### src/rtl/pc_pkg.sv
// Shared definitions for the fetch PC unit: redirect encodings, FSM states,
// and immediate sign extension.
package pc_pkg;

    // Redirect mode encodings; any other value on redir_mode means "no redirect".
    localparam logic [1:0] PC_IMM = 2'd1;
    localparam logic [1:0] PC_REG = 2'd2;

    // Widest XLEN the sign-extension helper supports.
    localparam int SEXT_W = 64;

    typedef enum logic [1:0] {
        BOOT  = 2'd0,
        RUN   = 2'd1,
        FAULT = 2'd2
    } state_t;

    // Sign-extend the low 'width' bits of value to SEXT_W bits.
    // Callers slice the result down to their own XLEN.
    function automatic logic [SEXT_W-1:0] sext(input logic [SEXT_W-1:0] value,
                                               input int unsigned width);
        logic signed [SEXT_W-1:0] tmp;
        tmp = value << (SEXT_W - width);
        return tmp >>> (SEXT_W - width);
    endfunction

endpackage

### src/rtl/pc_target_calc.sv
// Combinational redirect target computation and alignment check.
module pc_target_calc
    import pc_pkg::*;
#(
    parameter int XLEN      = 64,
    parameter int IMM_W     = 32,
    parameter int ALIGN_LSB = 2
) (
    input  logic [1:0]      mode,
    input  logic [XLEN-1:0] base,
    input  logic [XLEN-1:0] rs_val,
    input  logic [IMM_W-1:0] imm,
    output logic [XLEN-1:0] target,
    output logic            misaligned
);

    logic [SEXT_W-1:0] imm_wide;
    logic [XLEN-1:0]   imm_ext;

    assign imm_wide = sext(SEXT_W'(imm), IMM_W);
    assign imm_ext  = imm_wide[XLEN-1:0];

    // Target is base-relative by default; register-relative jumps drop bit0
    // before the alignment test.
    always_comb begin
        // NOTE: every output of a combinational block gets a default first so
        // no path leaves it unassigned, which would infer a latch.
        target = base + imm_ext;
        if (mode == PC_REG) begin
            target    = rs_val + imm_ext;
            target[0] = 1'b0;
        end
        misaligned = |target[ALIGN_LSB-1:0];
    end

endmodule

### src/rtl/pc_unit.sv
// Fetch PC unit: holds the fetch address, advances sequentially, applies
// branch/jump redirects, buffers redirects across stalls, and traps on
// misaligned targets.
module pc_unit
    import pc_pkg::*;
#(
    parameter int              XLEN      = 64,
    parameter int              IMM_W     = 32,
    parameter logic [XLEN-1:0] RESET_VEC = '0,
    parameter logic [XLEN-1:0] TRAP_VEC  = XLEN'('h100),
    parameter int              ALIGN_LSB = 2
) (
    input  logic             clk,
    input  logic             rst_n,
    input  logic             stall,
    input  logic             redir_valid,
    input  logic [1:0]       redir_mode,
    input  logic [XLEN-1:0]  redir_base,
    input  logic [XLEN-1:0]  redir_reg,
    input  logic [IMM_W-1:0] redir_imm,
    input  logic             fetch_ready,
    input  logic             fault_ack,
    output logic [XLEN-1:0]  pc,
    output logic             fetch_valid,
    output logic             redir_pending,
    output logic             misalign,
    output logic [XLEN-1:0]  fault_addr
);

    localparam logic [XLEN-1:0] STEP = XLEN'(1) << ALIGN_LSB;

    state_t          state_q, state_d;
    logic [XLEN-1:0] pc_q, pc_d;
    logic [XLEN-1:0] fault_addr_q, fault_addr_d;
    logic            pend_valid_q, pend_valid_d;
    logic [XLEN-1:0] pend_target_q, pend_target_d;
    logic            pend_mis_q, pend_mis_d;

    logic [XLEN-1:0] live_target;
    logic            live_mis;
    logic            live_ok;
    logic            eff_valid;
    logic [XLEN-1:0] eff_target;
    logic            eff_mis;

    pc_target_calc #(
        .XLEN      (XLEN),
        .IMM_W     (IMM_W),
        .ALIGN_LSB (ALIGN_LSB)
    ) u_calc (
        .mode       (redir_mode),
        .base       (redir_base),
        .rs_val     (redir_reg),
        .imm        (redir_imm),
        .target     (live_target),
        .misaligned (live_mis)
    );

    // A live redirect always wins over one held from an earlier stall.
    assign live_ok    = redir_valid && (redir_mode == PC_IMM || redir_mode == PC_REG);
    assign eff_valid  = live_ok || pend_valid_q;
    assign eff_target = live_ok ? live_target : pend_target_q;
    assign eff_mis    = live_ok ? live_mis    : pend_mis_q;

    // Next-state and datapath update: redirect > sequential advance > hold.
    always_comb begin
        state_d       = state_q;
        pc_d          = pc_q;
        fault_addr_d  = fault_addr_q;
        pend_valid_d  = pend_valid_q;
        pend_target_d = pend_target_q;
        pend_mis_d    = pend_mis_q;

        case (state_q)
            BOOT: begin
                state_d = RUN;
            end
            RUN: begin
                if (eff_valid) begin
                    if (stall) begin
                        pend_valid_d  = 1'b1;
                        pend_target_d = eff_target;
                        pend_mis_d    = eff_mis;
                    end else begin
                        pend_valid_d = 1'b0;
                        if (eff_mis) begin
                            fault_addr_d = eff_target;
                            state_d      = FAULT;
                        end else begin
                            pc_d = eff_target;
                        end
                    end
                end else if (!stall && fetch_ready) begin
                    pc_d = pc_q + STEP;
                end
            end
            FAULT: begin
                if (fault_ack) begin
                    pc_d    = TRAP_VEC;
                    state_d = RUN;
                end
            end
            default: begin
                state_d = BOOT;
            end
        endcase
    end

    // State and datapath registers with synchronous active-low reset.
    always_ff @(posedge clk) begin
        // NOTE: sequential state uses non-blocking assignments so every
        // register samples pre-edge values regardless of statement order.
        if (!rst_n) begin
            state_q       <= BOOT;
            pc_q          <= RESET_VEC;
            fault_addr_q  <= '0;
            pend_valid_q  <= 1'b0;
            pend_target_q <= '0;
            pend_mis_q    <= 1'b0;
        end else begin
            state_q       <= state_d;
            pc_q          <= pc_d;
            fault_addr_q  <= fault_addr_d;
            pend_valid_q  <= pend_valid_d;
            pend_target_q <= pend_target_d;
            pend_mis_q    <= pend_mis_d;
        end
    end

    assign pc            = pc_q;
    assign fetch_valid   = (state_q == RUN);
    assign misalign      = (state_q == FAULT);
    assign redir_pending = pend_valid_q;
    assign fault_addr    = fault_addr_q;

endmodule

### config.mk
export PLATFORM = sky130hd
export DESIGN_NAME = pc_unit
export DESIGN_NICKNAME = d
export VERILOG_FILES = /design/src/rtl/pc_pkg.sv /design/src/rtl/pc_target_calc.sv /design/src/rtl/pc_unit.sv
export SDC_FILE = /design/constraint.sdc
export NUM_CORES = 1
export LEC_CHECK = 0
export BUFFER_PORTS_ARGS = -buffer_cell sky130_fd_sc_hd__buf_2
export CAP_MARGIN = 20
export CORE_UTILIZATION = 34
export DETAILED_ROUTE_END_ITERATION = 8
export HOLD_SLACK_MARGIN = 0.1
export MAX_ROUTING_LAYER = met4
export PLACE_DENSITY_LB_ADDON = 0.2
export SKIP_CTS_REPAIR_TIMING = 1
export SYNTH_ARGS = -nofsm -noshare
export SYNTH_HDL_FRONTEND = slang
export SYNTH_HIERARCHICAL = 1
export SYNTH_SLANG_ARGS = --single-unit
### constraint.sdc
create_clock -name clk -period 5.15 [get_ports clk]
set_input_delay 0.2575 -clock clk [delete_from_list [all_inputs] [get_ports clk]]
set_output_delay 0.2575 -clock clk [all_outputs]
set_load 0.05 [all_outputs]
# == Yosys cells after proc, flatten, opt, wreduce, memory -nomap -nowiden ==
# Cells that the tools add are included.
# op_classes
add_sub_neg,3
eq_ne,11
muxes,15
n_bitwise,1
reduce_logical,13
# ops
op,n
$mux 64,7
$add 64x64->64,2
$pmux 64 s2,1
$add 64x3->64 const B,1
$mux 2,4
$reduce_and 4->1,2
$ne 3x3->1 const B,2
$pmux 2 s3,1
$reduce_and 5->1,1
$eq 2x1->1 const B,2
$eq 2x2->1 const B,2
$ne 2x1->1 const B,2
$ne 2x2->1 const B,2
$ne 3x1->1 const B,1
$reduce_and 3->1,1
$logic_and 1x1->1,2
$logic_not 2->1,1
$logic_or 1x1->1,2
$mux 1,2
$reduce_and 2->1,1
$reduce_bool 2->1,1
$reduce_or 2->1,1
$logic_not 1->1,1
$not 1->1,1
# word_totals
register_bits,196
output_inout_bits,131
word_cells,49

# == Depth between registers and ports, before layout ==
# Gate-level depths: netlist of the first run.
# logic_depth
ltp_word,8
depth_mapped,16
mapped_depth_nobuf,16

# == Cells and area by module ==
# The synthesis of the first run kept the hierarchy.
# by_module_without_submodules
module,n_inst,cells_per_inst,area_each_um2
pc_unit,1,1259,9714.3
pc_target_calc,1,1235,8226.6

# == Worst setup path after synthesis of the first run ==
# OpenSTA, ideal clock, no wires.
# synth_timing
kind,input to register
from,in redir_base[0]
to,"reg pc_q[62], in the netlist pc[62]"
arrival_ps,3184
slack_ps,1834
cell_stages,16
n_path_buf,0
path_cell_list,ha_1 fa_1 a211oi_2 o21ai_2 a221oi_2 o211ai_2 a31oi_4 o31a_2 o21ai_2 a221oi_2 mux2i_1 o211ai_1 nand2_1 a21oi_1 mux2i_1 o22ai_1
# synth_between
elab_chain_len,7
elab_cells_between_ends,11
classes_between,add/sub: 1; eq/ne: 1; mux: 7; reduce/logical: 2
# synth_lines
element,line_no,rtl
"start, declared",pc_unit.sv:18,"input logic [XLEN-1:0] redir_base,"
$add 64x64->64,pc_target_calc.sv:28,target = base + imm_ext;
$mux 64,pc_target_calc.sv:29,if (mode == PC_REG) begin
via live_target[62],pc_unit.sv:39,logic [XLEN-1:0] live_target;
$mux 64,pc_unit.sv:62,assign eff_target = live_ok ? live_target : pend_target_q;
$mux 64,pc_unit.sv:86,if (eff_mis) begin
$mux 64,pc_unit.sv:80,if (stall) begin
$mux 64,pc_unit.sv:79,if (eff_valid) begin
$pmux 64 s2,pc_unit.sv:74,case (state_q)
"end signal, assigned",pc_unit.sv:122,pc_q <= pc_d;
"end, declared",pc_unit.sv:33,"logic [XLEN-1:0] pc_q, pc_d;"
# The timed path passes the listed nets, and every way through them passes these cells. The select of a mux whose other input is x is not followed.
# A chain may end at the register's enable or synchronous reset.

# == Worst setup path in the final report of the first run ==
# layout_timing
from,in redir_imm[31]
to,"reg pc_q[55], in the netlist pc[55]"
# layout_between
elab_chain_len,7
elab_cells_between_ends,8
classes_between,add/sub: 2; mux: 6
# layout_lines
element,line_no,rtl
"start, declared",pc_unit.sv:20,"input logic [IMM_W-1:0] redir_imm,"
$add 64x64->64 (on tied branches),"pc_target_calc.sv:28, pc_target_calc.sv:30",
$mux 64 *,pc_target_calc.sv:29,
via live_target[55],pc_unit.sv:39,
$mux 64 *,pc_unit.sv:62,
$mux 64 *,pc_unit.sv:86,
$mux 64 *,pc_unit.sv:80,
$mux 64 *,pc_unit.sv:79,
$pmux 64 s2 *,pc_unit.sv:74,
# The timed path passes the listed nets; every way through them passes the cells marked *. The select of a mux whose other input is x is not followed.

==> summary.txt, run 1 <==
Route
  • 1st-iter DRT viols: 1647
  • DR DRC count: 0
  • Vias post-DR: 19800
  • Mean routed wirelength per cell: 21.0 um
  • Final WL: 71000 um
  • ANT nets after route: 0
  • DRT Pass-1 Iters: 5
  • Via density: 5.86

Setup path
  • Crit path max fanout: 23
  • Crit. path cell count: 16
  • Cell mode on critical path: a21oi_1
  • Crit-path leading delay family: compound AO/OA/AOI/OAI gates
  • Critical Path AT: 4.27 ns
  • Setup crit start kind: input pin
  • Cells along the critical path: buf_2 -> ha_1 -> a21oi_1 -> o21bai_1 -> a21oi_1 -> o21ai_0 -> a221oi_1 -> nand2_1 -> a21o_1 -> a21oi_1 -> xor2_1 -> mux2i_1 -> mux2i_1 -> nor2_1 -> a21oi_1 -> o2bb2ai_1
  • Critical Path Sink Type: flip-flop
  • Slowest-stage cell, CP: a221oi_1
  • Buffers and inverters on the worst path: 1
  • Worst endpoint required time: 5.48 ns
  • Worst path max stage delay: 0.47 ns
  • Worst reg-to-reg path cell count: 7
  • Setup CP Type: in -> reg

Power
  • Logic gate share of total power: 41.5%
  • Clock network power share: 27.1%
  • NetSw: 2.26 mW
  • Switching share of power: 42.5%
  • Int Power: 3.06 mW
  • Seq pwr share: 31.4%
  • Leak Pwr: 8.29 nW
  • Pwr/cell area: 259 nW/um2
  • Max VDD drop: 0.177 mV

Worst hold path
  • Worst Hold Path Cells: 3
  • HP Class: in -> reg

Placement
  • HPWL Detailed: 56200 um
  • Final Wtd Congestion: 0.957
  • Area after DPL: 19900 um2
  • # port buffers: 298

Synthesis
  • Synthesized instance count: 2494
  • Sequential element share of the synthesized area: 21.9%
  • Distinct cells, synth: 94
  • Syn Std Cell Area: 17900 um2
  • Syn. warnings: 6
  • Async S/R FF share, synth: 0%
  • Synth Net Count: 2793
  • Syn_area_per_cell: 7.19 um2
  • Main flop type after synthesis: dfxtp_1
  • EDFF count, synth: 0
  • Flops & latches, synth: 196

Finish
  • # nets final: 2984
  • Final Instance Area: 20600 um2
  • Most frequent cells in the layout: nand2_1, a21oi_1, buf_2
  • Commonest non-fill, non-tap cell in the layout: nand2_1
  • Diode count: 0
  • Synth-to-layout area growth: 14.6%
  • Layout cells sized above 1: 16.3%

GRT
  • Tot GR Track Use: 26.6%
  • Initial antenna violation count: 2
  • Gr ovfl total: 0
  • Vias in the first global route: 18300
  • Largest net degree at the start of global routing: 76
  • First-pass GRT wire length: 108000 um

Die
  • Die X: 232 um
  • Starting Density: 34.7%
  • Die span in y: 232 um
  • Core area: 51700 um2
  • Row cnt: 83
  • Die ar.: 53700 um2
  • Top Ports: 299

Clocking
  • CTS tree: built
  • Clock sinks: 196
  • Clk slew on worst S/H paths: 0.08 ns
  • CTS Root Cell: clkbuf_16
  • Clock Latency Late Sink: 0.46 ns
  • CTS H-tree lvls: 4
  • Clock Path Buffers: 2
  • Inserted Clock Buffers: 17

Outcome
  • Outcome: completed

Timing
  • Setup TNS: 0 ns
  • FMAX: 254 MHz
  • RSZ-0062 raised after global routing: no
  • Worst-Margin Slew: 1.05 ns
  • Final setup viols: 0
  • Post-route minimum period: 3.93 ns
  • Worst Skew: 0.00976 ns
  • Pins over their slew limit: 0
  • Worst rel slew slack: 29.5%
  • Endpoints failing hold: 0
  • Period utilization: 76.4%

Flow run
  • Max Cap Viol: 0
[power groups by stage]
stage | logic, mW | registers, mW | clock network [mW]
2_1_floorplan | 1.34 | 1.85 | 0
3_3_place_gp | 2.17 | 1.70 | 0
3_5_place_dp | 2.17 | 1.71 | 0
4_1_cts | 2.18 | 1.67 | 1.46
5_1_grt | 2.40 | 1.68 | 1.52
6_report | 2.21 | 1.67 | 1.44
[Yosys cell counts (21+ instances only)]
cell      count  area [um2]
buf_2        23         115
and3_1       31         194
a21o_1       64         480
xor2_1       52         455
o21bai_1     30         225
nand3_1      50         250
a31oi_1      24         150
nor3_1       48         240
mux2i_1      53         531
nand2_1     371        1390
inv_1        43         161
o211ai_1     24         180
ha_1        129        1610
a21oi_1     305        1530
nor2_1      228         856
dfxtp_1     196        3920
o21a_1       25         188
a211oi_1     60         450
a311oi_1     22         193
o21ai_0     150         751
nor4_1       21         131
xnor2_1      66         578
nand4_1      74         463
clkbuf_1    114         428
[registers in the layout, indices dropped and copies added, names as in the netlist]
register and count:
fault_addr 64, pc 64, pend_target_q 64, state_q 2, pend_mis_q 1, redir_pending 1
[path summary, 6_finish.rpt]
path                                  start                             end  slack (ns)
min                                   stall      redir_pending$_SDFFE_PN0N_        0.14
max                           redir_imm[31]             pc[55]$_SDFFE_PN0P_        1.22
min reg2reg  pend_target_q[55]$_SDFFE_PN0P_  pend_target_q[55]$_SDFFE_PN0P_        0.45
max reg2reg              pc[2]$_SDFFE_PN0P_             pc[56]$_SDFFE_PN0P_        1.80
[metal layers]
| metal | global-route usage, % | vias to the layer above | wire (um) | part of all wire [%] |
|---|---|---|---|---|
| met5 | - | - | 0 | 0 |
| met4 | 6.50 | 0 | 1480 | 2.1 |
| met3 | 2.27 | 94 | 4510 | 6.4 |
| met2 | 39.2 | 782 | 30500 | 43 |
| met1 | 38.6 | 9376 | 34500 | 49 |
| li1 | - | 9554 | - | - |
[area by class of cell]
| type | instances | area, um2 |
|---|---|---|
| multi-input combinational | 2096 | 13200 |
| timing repair buffer | 331 | 1780 |
| clock buffer | 19 | 453 |
| tap | 680 | 851 |
| clock inverter | 13 | 166 |
| inverter | 43 | 164 |
| sequential | 196 | 3920 |
| fill | 5466 | 31200 |
[kinds of logic (layout without fill, tap and decap cells)]
| family | Yosys count | in the layout | share of synthesized area (%) |
|---|---|---|---|
| AO/OA/AOI/OAI | 864 | 864 | 31.3 |
| multiplexers | 54 | 54 | 3.02 |
| XOR/XNOR | 118 | 118 | 5.76 |
| buffers and inverters | 202 | 406 | 4.69 |
| adder cells (fa/ha/maj) | 131 | 131 | 9.22 |
| flip-flops | 196 | 196 | 21.9 |
| AND/OR/NAND/NOR | 929 | 929 | 24.1 |
[worst reg2reg max path: stages, from the launching register on]
cell and delay (ns):
dfxtp_1 0.46, ha_1 0.26, nand4_1 0.25, nor3_1 0.92, nand4_1 0.45, nor3_1 0.41
o21ai_0 0.13, a221o_1 0.35
[stage by stage]
step | cells | worst slack, ns | utilization [%] | hold WS [ns] | power (mW)
2_1_floorplan | 2494 | 1.83 | - | 0.422 | 3.19
5_1_grt | 3378 | 0.987 | 39.8 | 0.155 | 5.60
3_5_place_dp | 3345 | 0.840 | 38.5 | 0.446 | 3.88
6_report | 3378 | 1.22 | 39.8 | 0.141 | 5.32
4_1_cts | 3377 | 1.32 | 39.7 | 0.114 | 5.31
3_3_place_gp | 3345 | 0.800 | 38.5 | 0.440 | 3.88
Note: power is estimated with default switching activity, not from simulation.
==> inputs of run 2 (changes only) <==
==> constraint.sdc (replaced) <==
create_clock -name clk -period 4.1 [get_ports clk]
set_input_delay 0.205 -clock clk [delete_from_list [all_inputs] [get_ports clk]]
set_output_delay 0.205 -clock clk [all_outputs]
set_load 0.05 [all_outputs]
==> run 2 against run 1 <==
Net effect: register-to-register slack worse by 0.67 ns; cell count rose by 4.6%; flip-flop and latch count unchanged; largest power group unchanged; highest routed layer unchanged.
==> summary.txt, run 2 (synthesis gave the netlist of run 1 again) <==
Outcome
  • Outcome: completed

Power
  • Power, Total: 7.05 mW
  • Max VDD drop: 0.278 mV
  • Pwr/cell area: 324 nW/um2
  • Leak Pwr: 9.04 nW

GRT
  • Initial antenna violation count: 2
  • Largest net degree at the start of global routing: 77
  • Tot GR Track Use: 27.5%
  • Vias in the first global route: 19200
  • Gr ovfl total: 0
  • First-pass GRT wire length: 112000 um

Clocking
  • CTS H-tree lvls: 4
  • Clock sinks: 196
  • Inserted Clock Buffers: 17
  • Clock Path Buffers: 2
  • CTS Root Cell: clkbuf_16
  • Clock Latency Late Sink: 0.47 ns
  • CTS tree: built
  • Clk slew on worst S/H paths: 0.08 ns

Setup path
  • Setup crit start kind: input pin
  • R2R Setup Slk: 1.13 ns
  • Worst endpoint required time: 4.45 ns
  • Worst path max stage delay: 0.41 ns
  • Buffers and inverters on the worst path: 5
  • Critical Path AT: 4.09 ns
  • Critical Path Sink Type: flip-flop
  • Cell mode on critical path: buf_4
  • Cells along the critical path: buf_2 -> ha_1 -> a211oi_1 -> o211ai_1 -> a21boi_1 -> o31ai_1 -> buf_4 -> a2111oi_2 -> buf_4 -> o311ai_2 -> buf_4 -> a31oi_1 -> mux2i_1 -> nor3_1 -> buf_4 -> o21ai_0 -> o31ai_1 -> a22o_1
  • Crit path max fanout: 4
  • Setup CP Type: in -> reg
  • Crit-path leading delay family: compound AO/OA/AOI/OAI gates
  • Slowest-stage cell, CP: a2111oi_2

Route
  • Mean routed wirelength per cell: 20.8 um
  • Vias post-DR: 20400
  • DRT Pass-1 Iters: 5
  • 1st-iter DRT viols: 1809
  • Final WL: 73600 um
  • Via density: 5.78
  • DR DRC count: 0
  • ANT nets after route: 0

Finish
  • Layout cells sized above 1: 20.8%
  • Final Instance Area: 21800 um2
  • Synth-to-layout area growth: 21.3%
  • Commonest non-fill, non-tap cell in the layout: nand2_1
  • Diode count: 0
  • # nets final: 3140
  • Most frequent cells in the layout: nand2_1, a21oi_1, buf_2
  • Fillers: 5473

Timing
  • Period utilization: 91.1%
  • Worst Skew: 0.0113 ns
  • Worst rel slew slack: 36.1%
  • FMAX: 268 MHz
  • WHS: 0.103 ns
  • Setup ws final: 0.365 ns
  • Post-route minimum period: 3.73 ns
  • Setup TNS: 0 ns
  • Endpoints failing hold: 0
  • Pins over their slew limit: 0
  • Final setup viols: 0
  • RSZ-0062 raised after global routing: no
  • Worst-Margin Slew: 0.950 ns

Placement
  • Area after DPL: 21100 um2
  • # port buffers: 298
  • HPWL Detailed: 58300 um
  • Final Wtd Congestion: 0.954
  • Pre-CTS setup slack: -0.103 ns

Die
  • Starting Density: 34.7%
  • Die X: 232 um
  • Die ar.: 53700 um2
  • Row cnt: 83
  • Core area: 51700 um2
  • Die span in y: 232 um
  • Top Ports: 299

Worst hold path
  • HP Class: in -> reg

Flow run
  • Max Cap Viol: 0
## run 2: changes by cell type in the layout (fill, tap and decap cells not counted), sizes merged
cell and change:
buf +156, clkinv -3, clkbuf +1, bufinv +2
## run 2: final timing paths
path,startpoint,to,cells after the start
worst max-delay path,redir_imm[1],pc[57]$_SDFFE_PN0P_,18
worst min-delay path,stall,redir_pending$_SDFFE_PN0N_,3
worst max register to register,pc[2]$_SDFFE_PN0P_,pc[50]$_SDFFE_PN0P_,7
worst min register to register,pend_target_q[25]$_SDFFE_PN0P_,pend_target_q[25]$_SDFFE_PN0P_,2
## run 2: per-layer routing
metal | up-vias | global-route usage (%) | share of wire [%]
met1 | 9648 | 39.2 | 48
met2 | 820 | 41.7 | 44
met5 | - | - | 0
met4 | 0 | 6.54 | 1.8
li1 | 9885 | - | -
met3 | 80 | 2.12 | 6.1
## run 2: power by group
| part | internal, mW | leakage [nW] | switching (mW) |
|---|---|---|---|
| registers | 1.99 | 1.59 | 0.109 |
| clock network | 1.07 | 0.312 | 0.828 |
| logic | 1.10 | 7.15 | 1.95 |
## run 2: worst min-delay path, cell delays in order
cell and delay, ns:
buf_2 0.14, o21ai_0 0.10, nor2_1 0.08
## run 2: through the flow
stage | instances | utilization [%]
after floorplan | 2494 | -
after global placement | 3502 | 40.8
after detailed placement | 3502 | 40.8
after CTS | 3534 | 42.1
after global routing | 3534 | 42.1
final | 3534 | 42.1
## run 2: final cells by class
class | count | area (um2) | share of cell area, %
Tap cell | 680 | 851 | 3.91
Timing Repair Buffer | 487 | 2950 | 13.5
Clock buffer | 20 | 457 | 2.10
Multi-Input combinational cell | 2096 | 13200 | 60.8
Inverter | 43 | 164 | 0.753
Sequential cell | 196 | 3920 | 18.0
Clock inverter | 12 | 193 | 0.885
